--- config.mk ---
export PLATFORM = sky130hd
export DESIGN_NAME = fetch_stage
export DESIGN_NICKNAME = d
export VERILOG_FILES = /design/src/rtl/fetch_stage_pkg.sv /design/src/rtl/fetch_pc_reg.sv /design/src/rtl/fetch_stage.sv
export SDC_FILE = /design/constraint.sdc
export NUM_CORES = 1
export LEC_CHECK = 0
export ABC_AREA = 1
export BUFFER_PORTS_ARGS = -buffer_cell sky130_fd_sc_hd__buf_4
export CAP_MARGIN = 5
export CORE_ASPECT_RATIO = 0.5
export CORE_MARGIN = 2
export CORE_UTILIZATION = 46
export DETAILED_ROUTE_END_ITERATION = 16
export MAX_ROUTING_LAYER = met4
export PLACE_DENSITY = 0.76
export SLEW_MARGIN = 5
export SYNTH_ARGS = -nofsm -noshare
export SYNTH_HDL_FRONTEND = slang
export SYNTH_SLANG_ARGS = --single-unit
export TNS_END_PERCENT = 20
--- constraint.sdc ---
create_clock -name clk -period 1.4 [get_ports clk]
set_input_delay 0.14 -clock clk [delete_from_list [all_inputs] [get_ports clk]]
set_output_delay 0.14 -clock clk [all_outputs]
set_load 0.02 [all_outputs]
--- src/rtl/fetch_stage_pkg.sv ---
// Shared definitions for the instruction fetch stage.
//
// Holds the default register width, the bubble instruction word and the
// per-cycle action decode. The PC register and the IF/ID register both use
// that decode, so they always agree on who wins in a given cycle.
package fetch_stage_pkg;

  localparam int          REG_WIDTH     = 16;
  localparam logic [15:0] NOP_INST_WORD = 16'h0800;

  // What the fetch stage does on the next rising edge.
  typedef enum logic [1:0] {
    ACT_REDIRECT,  // branch taken: load target, squash IF/ID
    ACT_HOLD,      // hazard stall: freeze everything
    ACT_BUBBLE,    // memory busy with data access: hold PC, insert bubble
    ACT_FETCH      // normal fetch: capture word, advance PC
  } fetch_act_e;

  // A redirect beats a stall, and a stall beats a busy memory. A branch must
  // never be lost to a hazard, because the instruction in flight is already
  // on the wrong path.
  function automatic fetch_act_e fetch_action(input logic branch_en,
                                              input logic stall,
                                              input logic imem_busy);
    fetch_act_e act;
    if (branch_en)      act = ACT_REDIRECT;
    else if (stall)     act = ACT_HOLD;
    else if (imem_busy) act = ACT_BUBBLE;
    else                act = ACT_FETCH;
    return act;
  endfunction

endpackage

--- src/rtl/fetch_pc_reg.sv ---
// Program counter register for the fetch stage.
//
// Ports:
//   clk, rst             clock, asynchronous active-low reset
//   branch_en            redirect request
//   branch_target        redirect PC
//   stall                hazard hold
//   imem_busy            instruction memory taken by a data access
//   pc                   current PC (drives the memory address)
//   pc_plus1             pc + 1, modulo 2^WIDTH
module fetch_pc_reg
  import fetch_stage_pkg::*;
#(
  parameter int               WIDTH    = REG_WIDTH,
  parameter logic [WIDTH-1:0] RESET_PC = '0
) (
  input  logic             clk,
  input  logic             rst,
  input  logic             branch_en,
  input  logic [WIDTH-1:0] branch_target,
  input  logic             stall,
  input  logic             imem_busy,
  output logic [WIDTH-1:0] pc,
  output logic [WIDTH-1:0] pc_plus1
);

  logic [WIDTH-1:0] pc_d, pc_q;
  logic [WIDTH-1:0] pc_inc;
  fetch_act_e       act;

  // The increment wraps naturally at the register width.
  assign pc_inc = pc_q + WIDTH'(1);
  assign act    = fetch_action(branch_en, stall, imem_busy);

  always_comb begin
    pc_d = pc_q;
    unique case (act)
      ACT_REDIRECT: pc_d = branch_target;
      ACT_FETCH:    pc_d = pc_inc;
      default:      pc_d = pc_q;
    endcase
  end

  always_ff @(posedge clk or negedge rst) begin
    if (!rst) pc_q <= RESET_PC;
    else      pc_q <= pc_d;
  end

  assign pc       = pc_q;
  assign pc_plus1 = pc_inc;

endmodule

--- src/rtl/fetch_stage.sv ---
// Instruction fetch stage of the 16-bit pipeline.
//
// The stage presents the PC to the instruction memory combinationally. It
// captures the same-cycle instruction word into the IF/ID register together
// with its PC, PC+1 and a valid flag. It also counts accepted fetches.
//
// Ports:
//   clk, rst             clock, asynchronous active-low reset
//   imem_addr            address to instruction memory (always = pc)
//   imem_data            instruction word returned in the same cycle
//   imem_busy            memory owned by a data access this cycle
//   stall                hazard unit holds IF and IF/ID
//   branch_en            redirect request
//   branch_target        redirect PC
//   if_pc                PC of the instruction in IF/ID
//   if_pc_plus1          if_pc + 1
//   if_inst              instruction in IF/ID (NOP_INST when a bubble)
//   if_valid             IF/ID holds a real fetched instruction
//   fetch_cnt            number of accepted fetches, wrapping
module fetch_stage
  import fetch_stage_pkg::*;
#(
  parameter int               WIDTH    = REG_WIDTH,
  parameter logic [WIDTH-1:0] RESET_PC = '0,
  parameter logic [WIDTH-1:0] NOP_INST = NOP_INST_WORD
) (
  input  logic             clk,
  input  logic             rst,
  output logic [WIDTH-1:0] imem_addr,
  input  logic [WIDTH-1:0] imem_data,
  input  logic             imem_busy,
  input  logic             stall,
  input  logic             branch_en,
  input  logic [WIDTH-1:0] branch_target,
  output logic [WIDTH-1:0] if_pc,
  output logic [WIDTH-1:0] if_pc_plus1,
  output logic [WIDTH-1:0] if_inst,
  output logic             if_valid,
  output logic [WIDTH-1:0] fetch_cnt
);

  logic [WIDTH-1:0] pc, pc_plus1;
  fetch_act_e       act;

  logic [WIDTH-1:0] if_pc_d, if_pc_q;
  logic [WIDTH-1:0] if_pc_plus1_d, if_pc_plus1_q;
  logic [WIDTH-1:0] if_inst_d, if_inst_q;
  logic             if_valid_d, if_valid_q;
  logic [WIDTH-1:0] fetch_cnt_d, fetch_cnt_q;

  fetch_pc_reg #(
    .WIDTH    (WIDTH),
    .RESET_PC (RESET_PC)
  ) u_pc_reg (
    .clk           (clk),
    .rst           (rst),
    .branch_en     (branch_en),
    .branch_target (branch_target),
    .stall         (stall),
    .imem_busy     (imem_busy),
    .pc            (pc),
    .pc_plus1      (pc_plus1)
  );

  assign imem_addr = pc;
  assign act       = fetch_action(branch_en, stall, imem_busy);

  // A redirect and a busy memory both leave a bubble, which is the same
  // zeroed, invalid NOP pattern used at reset. Decode can then treat every
  // invalid slot identically.
  always_comb begin
    if_pc_d       = if_pc_q;
    if_pc_plus1_d = if_pc_plus1_q;
    if_inst_d     = if_inst_q;
    if_valid_d    = if_valid_q;
    fetch_cnt_d   = fetch_cnt_q;
    unique case (act)
      ACT_REDIRECT, ACT_BUBBLE: begin
        if_pc_d       = '0;
        if_pc_plus1_d = '0;
        if_inst_d     = NOP_INST;
        if_valid_d    = 1'b0;
      end
      ACT_FETCH: begin
        if_pc_d       = pc;
        if_pc_plus1_d = pc_plus1;
        if_inst_d     = imem_data;
        if_valid_d    = 1'b1;
        fetch_cnt_d   = fetch_cnt_q + WIDTH'(1);
      end
      default: ;
    endcase
  end

  always_ff @(posedge clk or negedge rst) begin
    if (!rst) begin
      if_pc_q       <= '0;
      if_pc_plus1_q <= '0;
      if_inst_q     <= NOP_INST;
      if_valid_q    <= 1'b0;
      fetch_cnt_q   <= '0;
    end else begin
      if_pc_q       <= if_pc_d;
      if_pc_plus1_q <= if_pc_plus1_d;
      if_inst_q     <= if_inst_d;
      if_valid_q    <= if_valid_d;
      fetch_cnt_q   <= fetch_cnt_d;
    end
  end

  assign if_pc       = if_pc_q;
  assign if_pc_plus1 = if_pc_plus1_q;
  assign if_inst     = if_inst_q;
  assign if_valid    = if_valid_q;
  assign fetch_cnt   = fetch_cnt_q;

endmodule
# Yosys cells after proc, flatten, opt, wreduce, memory -nomap -nowiden
# Index checks and enable logic that the tools add are counted.
# totals
regBits	81
in_bits	37
wordCells	22
# classes
n_addsub	2
n_eq_ne	2
n_mux	8
n_reduce_logical	4
# op_table
op	n
case mux 16 bit (2 select lines)	4
adder 16 x 1 -> 16 bit, second input constant	2
== test 2 bit, second input constant	2
two-way mux 2 bit	2
nonzero test 2 bit	2
zero test 2 bit	1
case mux 1 bit (2 select lines)	1
OR reduction 2 bit	1
two-way mux 1 bit	1

# Logic depth before layout (Yosys ltp)
# depth
word_depth	6
depth_mapped	11

# Hierarchy
# Synthesis repeated with hierarchy kept, for this count alone.
# unflattened
hier_cells	495
area_unflattened_um2	4035.1
# by_module_without_submodules
module	instances	cells_each	area_per_inst_um2	seq_area_each_um2
fetch_stage	1	310	2825.2	1627.8
fetch_pc_reg	1	185	1209.9	400.4

# Least setup slack after synthesis
# Ideal clock, no wire load.
# synth_timing
kind	reg-to-reg
start	reg fetch_cnt_q[0] (netlist: fetch_cnt[0])
end	reg fetch_cnt_q[14] (netlist: fetch_cnt[14])
setup_ns	0.131
arrival_ns	1.400
t_required_ns	1.269
setup_slack_ns	-0.130
path_stages_with_launch	8
n_path_buf	0
path_cell_list	dfrtp_1 > ha_1 > nand2_4 > nor2_4 > nand3_4 > nor2_4 > nand2_2 > xnor2_2
# synth_via
elab_chain_cells	1
# synth_rtl
element	line_no	text
from (decl)	fetch_stage.sv:49	logic [WIDTH-1:0] fetch_cnt_d, fetch_cnt_q;
from (signal assigned)	fetch_stage.sv:107	fetch_cnt_q <= fetch_cnt_d;
adder 16 x 1 -> 16 bit	fetch_stage.sv:89	fetch_cnt_d = fetch_cnt_q + WIDTH'(1);
# No other way between the ends.
# A chain may end at the register's enable or synchronous reset.

# Worst setup path after layout
# layout_timing
start	reg u_pc_reg.pc_q[1] (netlist: u_pc_reg.pc[1])
end	reg if_pc_plus1_q[9] (netlist: if_pc_plus1[9])
# layout_via
elab_chain_cells	2
# layout_rtl
element	line_no	text
from (decl)	fetch_pc_reg.sv:27	logic [WIDTH-1:0] pc_d, pc_q;
from (signal assigned)	fetch_pc_reg.sv:46	else pc_q <= pc_d;
adder 16 x 1 -> 16 bit	fetch_pc_reg.sv:32	assign pc_inc = pc_q + WIDTH'(1);
case mux 16 bit (2 select lines)	fetch_stage.sv:77	unique case (act)
to (signal assigned)	fetch_stage.sv:104	if_pc_plus1_q <= if_pc_plus1_d;
to (decl)	fetch_stage.sv:46	logic [WIDTH-1:0] if_pc_plus1_d, if_pc_plus1_q;
# No other way between the ends.

==> impl_metrics.yaml <==
cts:
  cts_buffer_depth: 2
  post_cts_clock_slew_at_the_launch_and_capture_registers_of_the_worst_setup_and_hold_paths_ps: 60
  cts.sink_count: 81
  htreeDepth: 3
  worst_skew_pair.late_latency_ps: 330
  cts-buffers-inserted: 9
  root_buffer: "sky130_fd_sc_hd__clkbuf_16"
  tritoncts: "yes"
layout:
  final_cell_count_no_fill: 647
  layout-drive-gt1-share: 0.438
  nets: 574
  multi_input_area_um2: 1550
  area_growth_syn_to_layout_pct: 46.1
  regArea_um2: 2040
  n_antenna_cell: 0
  finalInstanceArea_um2: 5350
  total_of_fill_cells_in_the_finished_design: 593
floorplan:
  core.rowCount: 22
  coreArea_um2: 7510
  pin_count: 118
  die-height_um: 67.1
  die_w_um: 130
  initial_util: 0.488
  die_area_um2: 8740
global_routing:
  grt-ovfl-total: 0
  globalRouteTotalUtil: 0.242
  first_pass_grt_wire_length_mm: 15.4
  antenna_found_initial: 0
  grt_max_degree: 34
  first_global_vias: 3203
sta:
  final.hold.worst_slack_ps: 15.2
  max_clock_skew_ps: 4.51
  worst_slew_slack_as_a_fraction_of_its_limit: 0.714
  fin_crit_ps: 1360
  slew_violations: 0
  final-setup-viol-count: 0
  fmaxAchievable_mhz: 738
  rsz0062_at_grt: "true"
  layout_worst_path_cycle_share: 0.968
  max_slew.worst_pin.slew_ps: 428
  hold_viol: 0
setup_path:
  crit_arrival_ps: 1620
  critical_path_class: "reg2reg"
  crit_fanout: 4
  required_ps: 1670
  timing.critical_path.to_type: "flip-flop"
  critical_path.startpoint_type: "flip-flop"
placed_design:
  place_inst: 629
  hpwl_mm: 7.11
  postPlaceCellArea_um2: 4880
  globalplace.congestion: 0.903
  portBuffers: 117
detailed_routing:
  final_routed_drc_violation_total: 0
  routed_via_density: 5.07
  detail_route.wl_per_cell_um: 15.0
  initial_drc_count: 164
  total_wirelength_of_the_detailed_routed_design_mm: 9.74
  post_detailed_route_count_of_antenna_violating_nets: 0
  drtPass1Iterations: 4
  routed-via-count: 3279
synth:
  synth_warnings: 0
  synth_fp_nets: 424
  synthDistinctLibCells: 33
  synth-seq-cells: 81
  synthesis.area_um2: 3660
  postSynthCellCount: 384
  synth.yosys.seq_area_share: 0.554
  postSynthAreaPerCell_um2: 9.54
pwr:
  worst_ir_drop_vdd_mv: 0.724
  power.leakage_nw: 2.69
  power.total_w: 0.00671
  pwr_density_cell_nw_per_um2: 1250
status:
  status: "finished, final reports clean"
flow_run:
  max_cap_viol_count: 0
worst_hold_path:
  hold_class: "in2reg"
## synth_stat cells, drive strengths merged
cell / number / area (µm²)
xnor2: 6 / 60.1
o32a: 1 / 10.0
xor2: 5 / 43.8
ha: 3 / 37.5
o21ai: 40 / 208
nand2: 78 / 320
a21oi: 27 / 139
nand3: 26 / 165
dfrtp: 80 / 2000
nor2: 37 / 189
clkbuf: 3 / 11.3
a31oi: 2 / 12.5
buf: 13 / 86.3
a22oi: 7 / 52.6
inv: 34 / 128
a22o: 16 / 140
a41oi: 1 / 8.76
nand4: 3 / 18.8
dfstp: 1 / 26.3
clkinv: 1 / 5.00
## final cells by class
class / count / share of cell area
flip-flops and latches: 81 / 0.381
multi-input cells: 252 / 0.290
repair buffers: 155 / 0.225
clock buffers: 11 / 0.0472
well taps: 108 / 0.0252
inverters: 35 / 0.0248
clock inverters: 5 / 0.00748
## power by group
| part | switching (W) | total (W) | internal [W] |
|---|---|---|---|
| sequential | 0.000228 | 0.00278 | 0.00256 |
| combinational | 0.000975 | 0.00169 | 0.000711 |
| clock | 0.000940 | 0.00224 | 0.00130 |
| total | 0.00214 | 0.00671 | 0.00457 |
## registers in the layout, indices dropped and copies added (netlist names)
name,cells
if_pc,16
if_valid,1
u_pc_reg.pc,16
fetch_cnt,16
if_inst,16
if_pc_plus1,16
## placed cells by master, fill, tap and decap left out, drive strengths merged
cell type	instances
a21oi	27
a22o	16
a22oi	7
a31oi	2
a41oi	1
buf	154
clkbuf	11
clkinv	3
clkinvlp	3
dfrtp	80
dfstp	1
dlygate4sd3	1
ha	3
inv	34
nand2	78
nand3	26
nand4	3
nor2	37
o21ai	40
o32a	1
xnor2	6
xor2	5
## worst paths after layout
path                                       startpoint                         end  slack [ps]  cells after the start
max in group asynchronous                         rst  u_pc_reg.pc[8]$_DFFE_PN0P_         550                      3
hold / removal                           imem_data[0]      if_inst[0]$_DFFE_PN0P_          20                      2
setup reg to reg           u_pc_reg.pc[1]$_DFFE_PN0P_  if_pc_plus1[9]$_DFFE_PN0P_          40                      7
min in group asynchronous                         rst        if_pc[3]$_DFFE_PN0P_         280                      2
hold reg to reg                  if_valid$_DFFE_PN0P_        if_valid$_DFFE_PN0P_         480                      2
setup / recovery           u_pc_reg.pc[1]$_DFFE_PN0P_  if_pc_plus1[9]$_DFFE_PN0P_          40                      7
## critical path: stages, from the launching register on
cell                      delay [ps]
sky130_fd_sc_hd__dfrtp_2         400
sky130_fd_sc_hd__buf_6           130
sky130_fd_sc_hd__nand2_2          70
sky130_fd_sc_hd__nor2_4          140
sky130_fd_sc_hd__nand2_2         110
sky130_fd_sc_hd__o21ai_2         160
sky130_fd_sc_hd__nand3_2         130
sky130_fd_sc_hd__o21ai_2         150
## routing by layer
| layer | wire length [µm] | global-route usage |
|---|---|---|
| met1 | 4260 | 0.310 |
| met2 | 4650 | 0.385 |
| met5 | 0 | - |
| met3 | 688 | 0.0675 |
| met4 | 143 | 0.0645 |
## what timing repair did
| item | in CTS | in global routing |
|---|---|---|
| buffers inserted | 0 | 1 |
| endpoints found under the setup margin | 16 | 22 |
| pin swaps | 1 | 14 |
| hold buffers | 1 | 0 |
| resized for setup | 5 | 42 |
| hold endpoints to repair | 27 | 0 |
## through the flow
| step | utilization | TNS (ps) | setup WS [ps] |
|---|---|---|---|
| floorplan | - | -34.2 | -34.2 |
| global placement | 0.650 | -887 | -55.8 |
| detailed placement | 0.650 | -1820 | -98.3 |
| CTS | 0.692 | -9.30 | -7.44 |
| global route | 0.712 | -114 | -25.2 |
| finish | 0.712 | 0 | 44.4 |
## cells by family (layout without fill, tap and decap cells)
logic type                 Yosys count  count (layout)  share of synthesized area
xor gates and xnor gates            11              11                     0.0283
and+or+nand+nor                    144             144                      0.189
AOI/OAI and AO/OA                   94              94                      0.156
DFF                                 81              81                      0.554
buffers and inverters               51             206                     0.0628
adders and majority gates            3               3                     0.0102
Note: power is estimated with default switching activity, not from simulation.
